File: src/rtl/hazard_stall_ctrl_pkg.sv
`default_nettype none
// ============================================================================
// Module      : pipe_pkg
// Description : Shared encodings for the pipeline hazard/stall controller.
// Revision    : 1.0 - initial release
// ============================================================================
package pipe_pkg;

    localparam int REG_W = 5;
    localparam logic [REG_W-1:0] REG_ZERO = 5'd0;

    typedef enum logic [1:0] {
        RUN     = 2'd0,
        MD_BUSY = 2'd1,
        HALT    = 2'd2
    } state_e;

    localparam logic [1:0] ST_RUN     = 2'd0;
    localparam logic [1:0] ST_MD_BUSY = 2'd1;
    localparam logic [1:0] ST_HALT    = 2'd2;

    function automatic logic reg_match(input logic use_f,
                                       input logic [REG_W-1:0] a,
                                       input logic [REG_W-1:0] b);
        return use_f && (a == b);
    endfunction

endpackage
`default_nettype wire

File: src/rtl/hazard_stall_ctrl_if.sv
`default_nettype none
// ============================================================================
// Module      : hazard_stall_ctrl_if
// Description : Decode/EX/WB hazard inputs and pipeline-register controls.
//               HAZARD_STATS_EN adds the stall/flush statistics counters.
// Revision    : 1.0 - initial release
// ============================================================================
interface hazard_stall_ctrl_if;
    import pipe_pkg::*;

    logic [REG_W-1:0] id_rs;
    logic [REG_W-1:0] id_rt;
    logic             id_use_rs;
    logic             id_use_rt;
    logic             id_use_hilo;
    logic [REG_W-1:0] ex_wb_reg;
    logic             ex_reg_write;
    logic             ex_mem_to_reg;
    logic             ex_redirect;
    logic             md_start;
    logic             wb_syscall;
    logic             pc_en;
    logic             ifid_en;
    logic             ifid_clr;
    logic             idex_en;
    logic             idex_clr;
    logic             bb;
    logic             halted;
`ifdef HAZARD_STATS_EN
    logic [31:0]      stall_cycles;
    logic [31:0]      flush_count;

    modport master (
        output id_rs, id_rt, id_use_rs, id_use_rt, id_use_hilo,
               ex_wb_reg, ex_reg_write, ex_mem_to_reg, ex_redirect,
               md_start, wb_syscall,
        input  pc_en, ifid_en, ifid_clr, idex_en, idex_clr, bb, halted,
               stall_cycles, flush_count
    );
    modport slave (
        input  id_rs, id_rt, id_use_rs, id_use_rt, id_use_hilo,
               ex_wb_reg, ex_reg_write, ex_mem_to_reg, ex_redirect,
               md_start, wb_syscall,
        output pc_en, ifid_en, ifid_clr, idex_en, idex_clr, bb, halted,
               stall_cycles, flush_count
    );
`else
    modport master (
        output id_rs, id_rt, id_use_rs, id_use_rt, id_use_hilo,
               ex_wb_reg, ex_reg_write, ex_mem_to_reg, ex_redirect,
               md_start, wb_syscall,
        input  pc_en, ifid_en, ifid_clr, idex_en, idex_clr, bb, halted
    );
    modport slave (
        input  id_rs, id_rt, id_use_rs, id_use_rt, id_use_hilo,
               ex_wb_reg, ex_reg_write, ex_mem_to_reg, ex_redirect,
               md_start, wb_syscall,
        output pc_en, ifid_en, ifid_clr, idex_en, idex_clr, bb, halted
    );
`endif

endinterface
`default_nettype wire

File: src/rtl/hazard_stall_ctrl_md_busy_counter.sv
`default_nettype none
// ============================================================================
// Module      : md_busy_counter
// Description : Tracks remaining cycles of an in-flight MULT/DIV.
// Revision    : 1.0 - initial release
// ============================================================================
module md_busy_counter #(
    parameter int MD_LATENCY = 4,
    parameter int CNT_W      = $clog2(MD_LATENCY + 1)
) (
    input  wire logic             clk,
    input  wire logic             rst_n,
    input  wire logic             i_load,
    input  wire logic             i_dec,
    output logic [CNT_W-1:0]      o_md_cnt,
    output logic                  o_md_busy
);

    localparam logic [CNT_W-1:0] c_reload = CNT_W'(MD_LATENCY - 1);

    logic [CNT_W-1:0] r_md_cnt;

    // A new issue always restarts the count, even mid-operation.
    always_ff @(posedge clk) begin
        if (!rst_n) begin
            r_md_cnt <= '0;
        end else if (i_load) begin
            r_md_cnt <= c_reload;
        end else if (i_dec && (r_md_cnt != '0)) begin
            r_md_cnt <= r_md_cnt - CNT_W'(1);
        end
    end

    assign o_md_cnt  = r_md_cnt;
    assign o_md_busy = (r_md_cnt != '0);

endmodule
`default_nettype wire

File: src/rtl/hazard_stall_ctrl.sv
`default_nettype none
// ============================================================================
// Module      : hazard_stall_ctrl
// Description : Load-use / MULT-DIV stall, redirect flush and SYSCALL halt
//               control. Optional macro HAZARD_STATS_EN adds stat counters.
// Revision    : 1.0 - initial release
// ============================================================================
module hazard_stall_ctrl
    import pipe_pkg::*;
#(
    parameter int MD_LATENCY = 4,
    parameter int CNT_W      = $clog2(MD_LATENCY + 1)
) (
    input  wire logic          clk,
    input  wire logic          rst_n,
    hazard_stall_ctrl_if.slave bus
);

    localparam logic c_md_multi = (MD_LATENCY > 1);

    logic [1:0]       r_state;
    logic [1:0]       w_state_nxt;
    logic [CNT_W-1:0] w_md_cnt;
    logic             w_md_busy;
    logic             w_md_load;
    logic             w_md_dec;
    logic             w_load_use;
    logic             w_md_stall;
    logic             w_stall_row;
    logic             w_redirect_row;

    assign w_md_load = bus.md_start && c_md_multi && (r_state != ST_HALT) && !bus.wb_syscall;
    assign w_md_dec  = (r_state == ST_MD_BUSY) && !bus.md_start && !bus.wb_syscall;

    md_busy_counter #(
        .MD_LATENCY (MD_LATENCY),
        .CNT_W      (CNT_W)
    ) u_md_busy_counter (
        .clk       (clk),
        .rst_n     (rst_n),
        .i_load    (w_md_load),
        .i_dec     (w_md_dec),
        .o_md_cnt  (w_md_cnt),
        .o_md_busy (w_md_busy)
    );

    assign w_load_use = bus.ex_mem_to_reg && bus.ex_reg_write && (bus.ex_wb_reg != REG_ZERO) &&
                        (reg_match(bus.id_use_rs, bus.id_rs, bus.ex_wb_reg) ||
                         reg_match(bus.id_use_rt, bus.id_rt, bus.ex_wb_reg));

    assign w_md_stall = bus.id_use_hilo &&
                        (((r_state == ST_MD_BUSY) && w_md_busy) || (bus.md_start && c_md_multi));

    always_comb begin
        w_state_nxt = r_state;
        case (r_state)
            ST_RUN: begin
                if (bus.wb_syscall)   w_state_nxt = ST_HALT;
                else if (w_md_load)   w_state_nxt = ST_MD_BUSY;
            end
            ST_MD_BUSY: begin
                if (bus.wb_syscall)   w_state_nxt = ST_HALT;
                else if (!bus.md_start && (w_md_cnt == CNT_W'(1)))
                                      w_state_nxt = ST_RUN;
            end
            ST_HALT:                  w_state_nxt = ST_HALT;
            default:                  w_state_nxt = ST_RUN;
        endcase
    end

    always_ff @(posedge clk) begin
        if (!rst_n) r_state <= ST_RUN;
        else        r_state <= w_state_nxt;
    end

    assign w_redirect_row = rst_n && (r_state != ST_HALT) && bus.ex_redirect;
    assign w_stall_row    = rst_n && (r_state != ST_HALT) && !bus.ex_redirect &&
                            (w_md_stall || w_load_use);

    // Priority: reset, halt, redirect flush, stall bubble, normal advance.
    always_comb begin
        bus.pc_en    = 1'b1;
        bus.ifid_en  = 1'b1;
        bus.ifid_clr = 1'b0;
        bus.idex_en  = 1'b1;
        bus.idex_clr = 1'b0;
        bus.bb       = 1'b0;
        if (!rst_n) begin
            bus.pc_en    = 1'b0;
            bus.ifid_en  = 1'b0;
            bus.idex_en  = 1'b0;
            bus.ifid_clr = 1'b1;
            bus.idex_clr = 1'b1;
        end else if (r_state == ST_HALT) begin
            bus.pc_en    = 1'b0;
            bus.ifid_en  = 1'b0;
            bus.idex_en  = 1'b0;
        end else if (bus.ex_redirect) begin
            bus.ifid_clr = 1'b1;
            bus.bb       = 1'b1;
        end else if (w_md_stall || w_load_use) begin
            bus.pc_en    = 1'b0;
            bus.ifid_en  = 1'b0;
            bus.idex_clr = 1'b1;
        end
    end

    assign bus.halted = (r_state == ST_HALT);

`ifdef HAZARD_STATS_EN
    logic [31:0] r_stall_cycles;
    logic [31:0] r_flush_count;

    always_ff @(posedge clk) begin
        if (!rst_n) begin
            r_stall_cycles <= '0;
            r_flush_count  <= '0;
        end else begin
            if (w_stall_row && (r_stall_cycles != 32'hFFFF_FFFF))
                r_stall_cycles <= r_stall_cycles + 32'd1;
            if (w_redirect_row && (r_flush_count != 32'hFFFF_FFFF))
                r_flush_count <= r_flush_count + 32'd1;
        end
    end

    assign bus.stall_cycles = r_stall_cycles;
    assign bus.flush_count  = r_flush_count;
`else
    logic w_unused_rows;
    assign w_unused_rows = w_stall_row ^ w_redirect_row;
`endif

endmodule
`default_nettype wire

File: src/flat_wrapper.sv
// flat-port wrapper written by rule: the top's interface ports become plain ports
module hazard_stall_ctrl_flat import pipe_pkg::*;
#(
    parameter int MD_LATENCY = 4,
    parameter int CNT_W      = $clog2(MD_LATENCY + 1)
)
  (clk, rst_n, bus_id_rs, bus_id_rt, bus_id_use_rs, bus_id_use_rt, bus_id_use_hilo, bus_ex_wb_reg, bus_ex_reg_write, bus_ex_mem_to_reg, bus_ex_redirect, bus_md_start, bus_wb_syscall, bus_pc_en, bus_ifid_en, bus_ifid_clr, bus_idex_en, bus_idex_clr, bus_bb, bus_halted);
  hazard_stall_ctrl_if bus_i ();
  input  wire logic clk;
  input  wire logic rst_n;
  input wire logic [$bits(bus_i.id_rs)-1:0] bus_id_rs;
  input wire logic [$bits(bus_i.id_rt)-1:0] bus_id_rt;
  input wire logic [$bits(bus_i.id_use_rs)-1:0] bus_id_use_rs;
  input wire logic [$bits(bus_i.id_use_rt)-1:0] bus_id_use_rt;
  input wire logic [$bits(bus_i.id_use_hilo)-1:0] bus_id_use_hilo;
  input wire logic [$bits(bus_i.ex_wb_reg)-1:0] bus_ex_wb_reg;
  input wire logic [$bits(bus_i.ex_reg_write)-1:0] bus_ex_reg_write;
  input wire logic [$bits(bus_i.ex_mem_to_reg)-1:0] bus_ex_mem_to_reg;
  input wire logic [$bits(bus_i.ex_redirect)-1:0] bus_ex_redirect;
  input wire logic [$bits(bus_i.md_start)-1:0] bus_md_start;
  input wire logic [$bits(bus_i.wb_syscall)-1:0] bus_wb_syscall;
  output wire logic [$bits(bus_i.pc_en)-1:0] bus_pc_en;
  output wire logic [$bits(bus_i.ifid_en)-1:0] bus_ifid_en;
  output wire logic [$bits(bus_i.ifid_clr)-1:0] bus_ifid_clr;
  output wire logic [$bits(bus_i.idex_en)-1:0] bus_idex_en;
  output wire logic [$bits(bus_i.idex_clr)-1:0] bus_idex_clr;
  output wire logic [$bits(bus_i.bb)-1:0] bus_bb;
  output wire logic [$bits(bus_i.halted)-1:0] bus_halted;
  assign bus_i.id_rs = bus_id_rs;
  assign bus_i.id_rt = bus_id_rt;
  assign bus_i.id_use_rs = bus_id_use_rs;
  assign bus_i.id_use_rt = bus_id_use_rt;
  assign bus_i.id_use_hilo = bus_id_use_hilo;
  assign bus_i.ex_wb_reg = bus_ex_wb_reg;
  assign bus_i.ex_reg_write = bus_ex_reg_write;
  assign bus_i.ex_mem_to_reg = bus_ex_mem_to_reg;
  assign bus_i.ex_redirect = bus_ex_redirect;
  assign bus_i.md_start = bus_md_start;
  assign bus_i.wb_syscall = bus_wb_syscall;
  assign bus_pc_en = bus_i.pc_en;
  assign bus_ifid_en = bus_i.ifid_en;
  assign bus_ifid_clr = bus_i.ifid_clr;
  assign bus_idex_en = bus_i.idex_en;
  assign bus_idex_clr = bus_i.idex_clr;
  assign bus_bb = bus_i.bb;
  assign bus_halted = bus_i.halted;
  hazard_stall_ctrl #(.MD_LATENCY(MD_LATENCY), .CNT_W(CNT_W)) u_core (.clk(clk), .rst_n(rst_n), .bus(bus_i));
endmodule
File: config.mk
export PLATFORM = sky130hd
export DESIGN_NAME = hazard_stall_ctrl_flat
export DESIGN_NICKNAME = d
export VERILOG_FILES = /design/src/rtl/hazard_stall_ctrl_pkg.sv /design/src/rtl/hazard_stall_ctrl_if.sv /design/src/rtl/hazard_stall_ctrl_md_busy_counter.sv /design/src/rtl/hazard_stall_ctrl.sv /design/src/flat_wrapper.sv
export SDC_FILE = /design/constraint.sdc
export NUM_CORES = 1
export LEC_CHECK = 0
export CAP_MARGIN = 15
export CORE_MARGIN = 2
export CORE_UTILIZATION = 35
export DETAILED_ROUTE_END_ITERATION = 6
export MAX_ROUTING_LAYER = met4
export PLACE_DENSITY = 0.78
export SLEW_MARGIN = 30
export SYNTH_ARGS = -nofsm -noshare
export SYNTH_HDL_FRONTEND = slang
export SYNTH_SLANG_ARGS = --single-unit
File: constraint.sdc
create_clock -name clk -period 2.1 [get_ports clk]
set_input_delay 0.315 -clock clk [delete_from_list [all_inputs] [get_ports clk]]
set_output_delay 0.315 -clock clk [all_outputs]
set_load 0.01 [all_outputs]
==> results.md, run 1 <==
* Register clock-pin slew on the reported worst setup and hold paths at 0.05 ns
* Portion of the post-synthesis area used by sequential elements at 20.10%
* P_sw at 0.0001065 W
* Gr ovfl total at 0
* Areal power density over the cells at 404.4 nW/um^2
* Synthesized area per cell at 9.054 um^2
* Hold Buf Count CTS at 0
* Kind of start point of the critical path: flip-flop
* Number of CTS-inserted buffers at 3
* CTS sink cnt at 5
* Global-route total usage across every layer at 17.58%
* Die Area at 1741 um^2
* Total Power at 0.0003754 W
* Static leakage at 0.3928 nW
* Net switching fraction of the power at 28.37%
* Number of warning messages in the yosys log at 0
* Clock tree skew after final layout at 0.005483 ns
* Number of synthesized register bits at 5
* WHS Endpoint: u_core.u_md_busy_counter.o_md_cnt[2]$_SDFFE_PP0P_
* Total wire length at 1.344 mm
* Type of destination of the critical path: output pin
* Share of Yosys cell area claimed by the top area cell type at 20.10%
* Final count of negative-setup-slack endpoints at 0
* Net Count, Synth at 83
* Cell Area, Synth at 498.0 um^2
* Later-pin clock latency in the skew report at 0.24 ns
* Chip Height at 41.72 um
* Number of endpoints with negative hold slack in the final report at 0
* Number of distinct library cells after synthesis at 29
* Number of input and output port buffers inserted at 31
* Finished Core Util at 70.47%
* Post-place setup slack at -0.4899 ns
* Buffer and inverter count on the worst path at 2
* First-pass GRT wire length at 2.318 mm
* Area after DPL at 864.6 um^2
* DIE WIDTH at 41.72 um
* Final weighted congestion in routability-driven placement at 0.8143
* Clock tree from TritonCTS: yes
* Count of TritonRoute iterations in the first routing pass at 1
* Final count of pins violating max slew at 0
* DR iter-0 viols at 0
* Ratio of cells with drive above 1 in the final layout at 28.13%
* Cell family with most CP delay: compound AO/OA/AOI/OAI gates
* Rel. slew slack at 76.48%
* Result of the run: completed
* Area of the core at 1318 um^2
* Top achievable clock speed at 494.0 MHz
* Synthesized instance count at 55
* Flop-to-flop setup slack at 0.40 ns
* Number of global-route vias before repair at 573
* Ant. Diodes at 0
* Classification of the worst-slack hold path: reg2reg
* Share of the cycle needed by the critical path after routing at 96.39%
* Max Fanout on Critical Path at 2
* Standard cell with the maximum stage delay on the critical path: sky130_fd_sc_hd__dfxtp_2
* Number of vias in the routed layout at 558
* Relative contribution of sequential cells to total power at 28.5%
* Largest net degree at the start of global routing at 9
* CP cell instances: inv_2 > ha_4 > ha_4 > nor3b_2 > o21ai_2 > o31a_1 > o41ai_2 > buf_2
* Final worst slack at 0.07587 ns
* CP Data Required Time at 1.78 ns
* Initial antenna violation count at 0
* Count of nets after finishing at 125
* Terminus of the critical flop-to-flop path: u_core.u_md_busy_counter.o_md_cnt[1]$_SDFFE_PN0P_
* Maximum buffer depth of the clock tree at 2
* Row count at 13
* Remaining DRCs at 0
* Deepest level of the CTS H-tree at 1
* Max-cap check violation count at 0
* Clock share of power at 29.5%
* Via density per instance at 5.027
* Unrepaired setup endpoints after global routing: yes
* Startpoint of the most critical hold path: u_core.u_md_busy_counter.o_md_cnt[2]$_SDFFE_PP0P_
* Internal cell power at 0.0002689 W
* Tightest Pin Transition at 0.3502 ns
* DR WL/cell at 12.11 um
* Cell type with the highest occurrence count on the critical path: sky130_fd_sc_hd__ha_4
* Final instance area at 928.4 um^2
* Tightest hold margin at 0.5228 ns
* Top cells by area in the synthesized netlist: sky130_fd_sc_hd__dfxtp_1, sky130_fd_sc_hd__xor2_1, sky130_fd_sc_hd__ha_1
* Highest cell delay on the worst timing path at 0.33 ns
* I/O pin count at 32
* Startpoint of the worst register-to-register path: u_core.u_md_busy_counter.o_md_cnt[0]$_SDFFE_PN0P_
* Post-DRT Antenna Nets at 0
* Initial cell density of the core at 37.80%
* Depth of the worst hold-timing path at 2
* Arrival time of the worst setup path at 1.71 ns
* Register-to-Register Path Depth at 7
* Critical Setup Path Class: reg2out
* Peak supply drop at 170.7 uV
* Area growth from synthesis to layout at 86.43%
* Root buffer selected by CTS: sky130_fd_sc_hd__clkbuf_4
* Crit path time final at 2.024 ns
* Gate power share at 42.0%
* Estimated wirelength of the detail-placed design at 1.110 mm
* Post-synth top area cell: sky130_fd_sc_hd__dfxtp_1
==> worst max path at each step <==
stage | startpoint | to | slack [ns] | depth (start not counted)
3_3_place_gp | bus_ex_wb_reg[2] | bus_idex_clr | -0.51 | 6
4_1_cts | u_core.u_md_busy_counter.o_md_cnt[0]$_SDFFE_PN0P_ | bus_idex_clr | -0.005 | 8
6_report | u_core.u_md_busy_counter.o_md_cnt[0]$_SDFFE_PN0P_ | bus_idex_clr | 0.08 | 8
5_1_grt | u_core.u_md_busy_counter.o_md_cnt[1]$_SDFFE_PN0P_ | bus_idex_clr | -0.008 | 8
3_5_place_dp | bus_ex_wb_reg[3] | bus_idex_clr | -0.49 | 6
2_1_floorplan | u_core.u_md_busy_counter.o_md_cnt[0]$_SDFFE_PN0P_ | bus_pc_en | 0.32 | 8
==> per-layer routing <==
metal	track usage, %	wire (um)
met1	17.57	510
met2	30.00	699
met3	5.217	110
met4	10.32	23
met5	-	0
==> cell type report <==
| type | instances | area (um^2) |
|---|---|---|
| inverter | 4 | 15.01 |
| clock buffer | 4 | 26.28 |
| fill | 115 | 389.1 |
| timing repair buffer | 38 | 352.8 |
| sequential | 5 | 102.6 |
| multi-input combinational | 45 | 412.9 |
| tap | 15 | 18.77 |
==> cell usage after synthesis (all sizes together) <==
cell,instances
o21a,1
nand2,4
a21oi,1
inv,4
buf,1
o21ai,1
and2,2
nor4,3
xnor2,3
a211oi,1
dfxtp,5
o211ai,1
ha,3
nor3b,1
xor2,8
a32oi,1
nand3b,1
a21boi,3
nor2,1
o31a,2
or4,1
mux2,1
nand2b,3
o41ai,1
and3,1
nor4b,1
==> registers in the layout, indices dropped and copies added (netlist names) <==
signal                             cells
u_core.r_state                         2
u_core.u_md_busy_counter.o_md_cnt      3
==> what timing repair did <==
| item | 4_1_cts | 5_1_grt |
|---|---|---|
| resized for setup | 18 | 14 |
| hold endpoints to repair | 0 | 0 |
| setup buffers | 0 | 1 |
| setup endpoints to repair | 3 | 3 |
| pin swaps | 4 | 10 |
==> tightest hold or removal path, stage by stage (launching register included) <==
cell                       delay (ns)
sky130_fd_sc_hd__dfxtp_1         0.30
sky130_fd_sc_hd__nor2_1          0.11
sky130_fd_sc_hd__a211oi_1        0.06
==> cells in the final DEF (no fill, tap or decap), drive strengths merged, types with 3 or more instances in the layout <==
| master | instances |
|---|---|
| nand2b | 3 |
| ha | 3 |
| buf | 10 |
| clkbuf | 4 |
| nand2 | 4 |
| xor2 | 8 |
| nor4 | 3 |
| dlymetal6s2s | 4 |
| xnor2 | 3 |
| inv | 4 |
| dfxtp | 5 |
| clkdlybuf4s50 | 20 |
| dlygate4sd2 | 4 |
| a21boi | 3 |
==> through the flow <==
step	TNS (ns)	instances
6_report	0	111
2_1_floorplan	0	55
3_5_place_dp	-1.399	106
4_1_cts	-0.004628	110
5_1_grt	-0.007983	111
3_3_place_gp	-1.370	106
==> cells by family after synthesis <==
| family | share of synthesized area (%) |
|---|---|
| muxes | 2.261 |
| buffers and inverters | 4.522 |
| xor gates and xnor gates | 19.35 |
| adders and majority gates | 7.538 |
| and+or+nand+nor | 25.63 |
| DFF | 20.10 |
| AOI/OAI and AO/OA | 20.60 |
==> power by group through the flow <==
stage,Combinational (W),Clock (W),Sequential (W)
after floorplan,0.0000601,0,0.000107
after global placement,0.000151,0,0.000107
after detailed placement,0.000154,0,0.000107
after CTS,0.000148,0.000115,0.000106
after global routing,0.000173,0.000116,0.000108
final,0.000158,0.000111,0.000107
(Power assumes the default switching activity.)
==> inputs of run 2 (changes only) <==
==> constraint.sdc (replaced) <==
create_clock -name clk -period 2.13 [get_ports clk]
set_input_delay 0.3195 -clock clk [delete_from_list [all_inputs] [get_ports clk]]
set_output_delay 0.3195 -clock clk [all_outputs]
set_load 0.01 [all_outputs]
==> results.md, run 2 (synthesized netlist as in run 1, its figures left out) <==
* First-pass GRT wire length at 2.311 mm
* Startpoint of the most critical hold path: u_core.u_md_busy_counter.o_md_cnt[2]$_SDFFE_PP0P_
* Initial antenna violation count at 0
* Critical Setup Path Class: reg2out
* Area taken by multi-input logic gates at 437.9 um^2
* Area of the core at 1318 um^2
* Post-route non-filler standard cell count at 109
* Gate power share at 42.6%
* Share of the cycle needed by the critical path after routing at 95.72%
* Count of nets after finishing at 123
* Remaining DRCs at 0
* Global-route total usage across every layer at 17.42%
* Net switching fraction of the power at 28.59%
* Arrival time of the worst setup path at 1.72 ns
* Register-to-Register Path Depth at 7
* Deepest level of the CTS H-tree at 1
* Total wire length at 1.335 mm
* Relative contribution of sequential cells to total power at 28.7%
* Initial cell density of the core at 37.80%
* Via density per instance at 5.083
* Unrepaired setup endpoints after global routing: no
* Largest net degree at the start of global routing at 9
* Maximum buffer depth of the clock tree at 2
* Register clock-pin slew on the reported worst setup and hold paths at 0.04 ns
* Number of endpoints with negative hold slack in the final report at 0
* Crit path time final at 2.039 ns
* CTS sink cnt at 5
* Commonest cells after routing, fill and taps aside: sky130_fd_sc_hd__clkdlybuf4s50_1, sky130_fd_sc_hd__xor2_1, sky130_fd_sc_hd__dlymetal6s2s_1, sky130_fd_sc_hd__buf_4
* Internal cell power at 0.0002628 W
* Met3 capacity usage during global routing at 3.478%
* Number of global-route vias before repair at 579
* I/O pin count at 32
* Kind of start point of the critical path: flip-flop
* Final count of pins violating max slew at 0
* Storage cell area at 102.6 um^2
* Max Fanout on Critical Path at 3
* Final count of negative-setup-slack endpoints at 0
* Rel. slew slack at 79.00%
* Flip-flop count of the largest register after layout at 3
* Total Power at 0.0003680 W
* Final worst slack at 0.09118 ns
* Clock tree from TritonCTS: yes
* Estimated wirelength of the detail-placed design at 1.090 mm
* Startpoint of the worst register-to-register path: u_core.u_md_busy_counter.o_md_cnt[1]$_SDFFE_PN0P_
* Clock tree skew after final layout at 0.002523 ns
* Post-place setup slack at -0.5019 ns
* Number of CTS-inserted buffers at 3
* DR WL/cell at 12.25 um
* DR iter-0 viols at 2
* Result of the run: completed
* Fillers at 116
* Depth of the worst hold-timing path at 2
* Gr ovfl total at 0
* Type of destination of the critical path: output pin
* Top achievable clock speed at 490.5 MHz
* P_sw at 0.0001052 W
* Area growth from synthesis to layout at 88.94%
* DIE WIDTH at 41.72 um
* GRT busiest layer: met2
* Peak supply drop at 216.8 uV
* Later-pin clock latency in the skew report at 0.24 ns
* Tightest Pin Transition at 0.3127 ns
* GR Util met2 at 30.94%
* Met1 Usage GRT at 19.17%
* Static leakage at 0.3992 nW
* Root buffer selected by CTS: sky130_fd_sc_hd__clkbuf_4
* Setup repair bufs after CTS at 0
* Crit path launch: u_core.u_md_busy_counter.o_md_cnt[1]$_SDFFE_PN0P_
* Chip Height at 41.72 um
* Final weighted congestion in routability-driven placement at 0.8285
* Hold Buf Count CTS at 0
* Number of vias in the routed layout at 554
* Clock share of power at 28.7%
* Classification of the worst-slack hold path: reg2reg
* Number of input and output port buffers inserted at 31
* Ratio of cells with drive above 1 in the final layout at 29.79%
* Count of TritonRoute iterations in the first routing pass at 4
* Row count at 13
* Leading cell type in the layout, fill and taps excluded: sky130_fd_sc_hd__clkdlybuf4s50_1
* Areal power density over the cells at 391.2 nW/um^2
* CP Data Required Time at 1.81 ns
* Max-cap check violation count at 0
* Ant. Diodes at 0
* Cell Count Post-Placement at 105
* Die Area at 1741 um^2
* Post-DRT Antenna Nets at 0
## run 2: changes by cell type in the layout (fill, tap and decap cells not counted), sizes merged
cell | previous run | this run
clkdlybuf4s50 | 20 | 19
dlymetal6s2s | 4 | 5
buf | 10 | 8
## run 2: final cells by class
class	instances	area share, %
sequential	5	10.90
clock buffer	4	2.793
inverter	4	1.596
timing repair buffer	36	36.17
multi-input combinational	45	46.54
tap	15	1.995
## run 2: power groups by stage
| stage | clock (W) | combinational, W | sequential (W) |
|---|---|---|---|
| floorplan | 0 | 0.0000593 | 0.000105 |
| global placement | 0 | 0.000147 | 0.000106 |
| detailed placement | 0 | 0.000150 | 0.000106 |
| CTS | 0.000111 | 0.000144 | 0.000104 |
| global route | 0.000116 | 0.000174 | 0.000107 |
| finish | 0.000105 | 0.000157 | 0.000106 |
## run 2: metrics by stage
step | cell area (um^2) | hold slack, ns | setup TNS (ns) | utilization (%)
final | 940.9 | 0.4937 | 0 | 71.41
after global routing | 940.9 | 0.5399 | 0 | 71.41
after CTS | 863.3 | 0.4999 | 0 | 65.53
after detailed placement | 857.1 | 0.4963 | -1.402 | 65.05
after global placement | 857.1 | 0.4845 | -1.305 | 65.05
after floorplan | 498.0 | 0.3988 | 0 | -
## run 2: metal layers
metal  vias to the layer above  wire, um
met5                         -         0
met2                        28       686
met1                       253       554
li1                        273         -
met3                         0        94
met4                         0         0
## run 2: critical path, cell delays in order, from the launching register on
cell                      delay (ns)
sky130_fd_sc_hd__dfxtp_2        0.32
sky130_fd_sc_hd__inv_2          0.05
sky130_fd_sc_hd__ha_4           0.16
sky130_fd_sc_hd__ha_4           0.15
sky130_fd_sc_hd__nor3b_2        0.19
sky130_fd_sc_hd__o21ai_2        0.09
sky130_fd_sc_hd__o31a_1         0.29
sky130_fd_sc_hd__o41ai_2        0.05
sky130_fd_sc_hd__buf_2          0.18
## run 2: path summary, 6_finish.rpt
path                            slack (ns)                                           endpoint
worst min register to register        0.49  u_core.u_md_busy_counter.o_md_cnt[2]$_SDFFE_PP0P_
worst max register to register        0.44  u_core.u_md_busy_counter.o_md_cnt[1]$_SDFFE_PN0P_
worst min-delay path                  0.49  u_core.u_md_busy_counter.o_md_cnt[2]$_SDFFE_PP0P_
worst max-delay path                  0.09                                       bus_idex_clr
## run 2: what timing repair did
item	CTS	global route
pin swaps	6	8
endpoints found under the hold margin	0	0
gates resized for setup	17	19
endpoints found under the setup margin	3	3
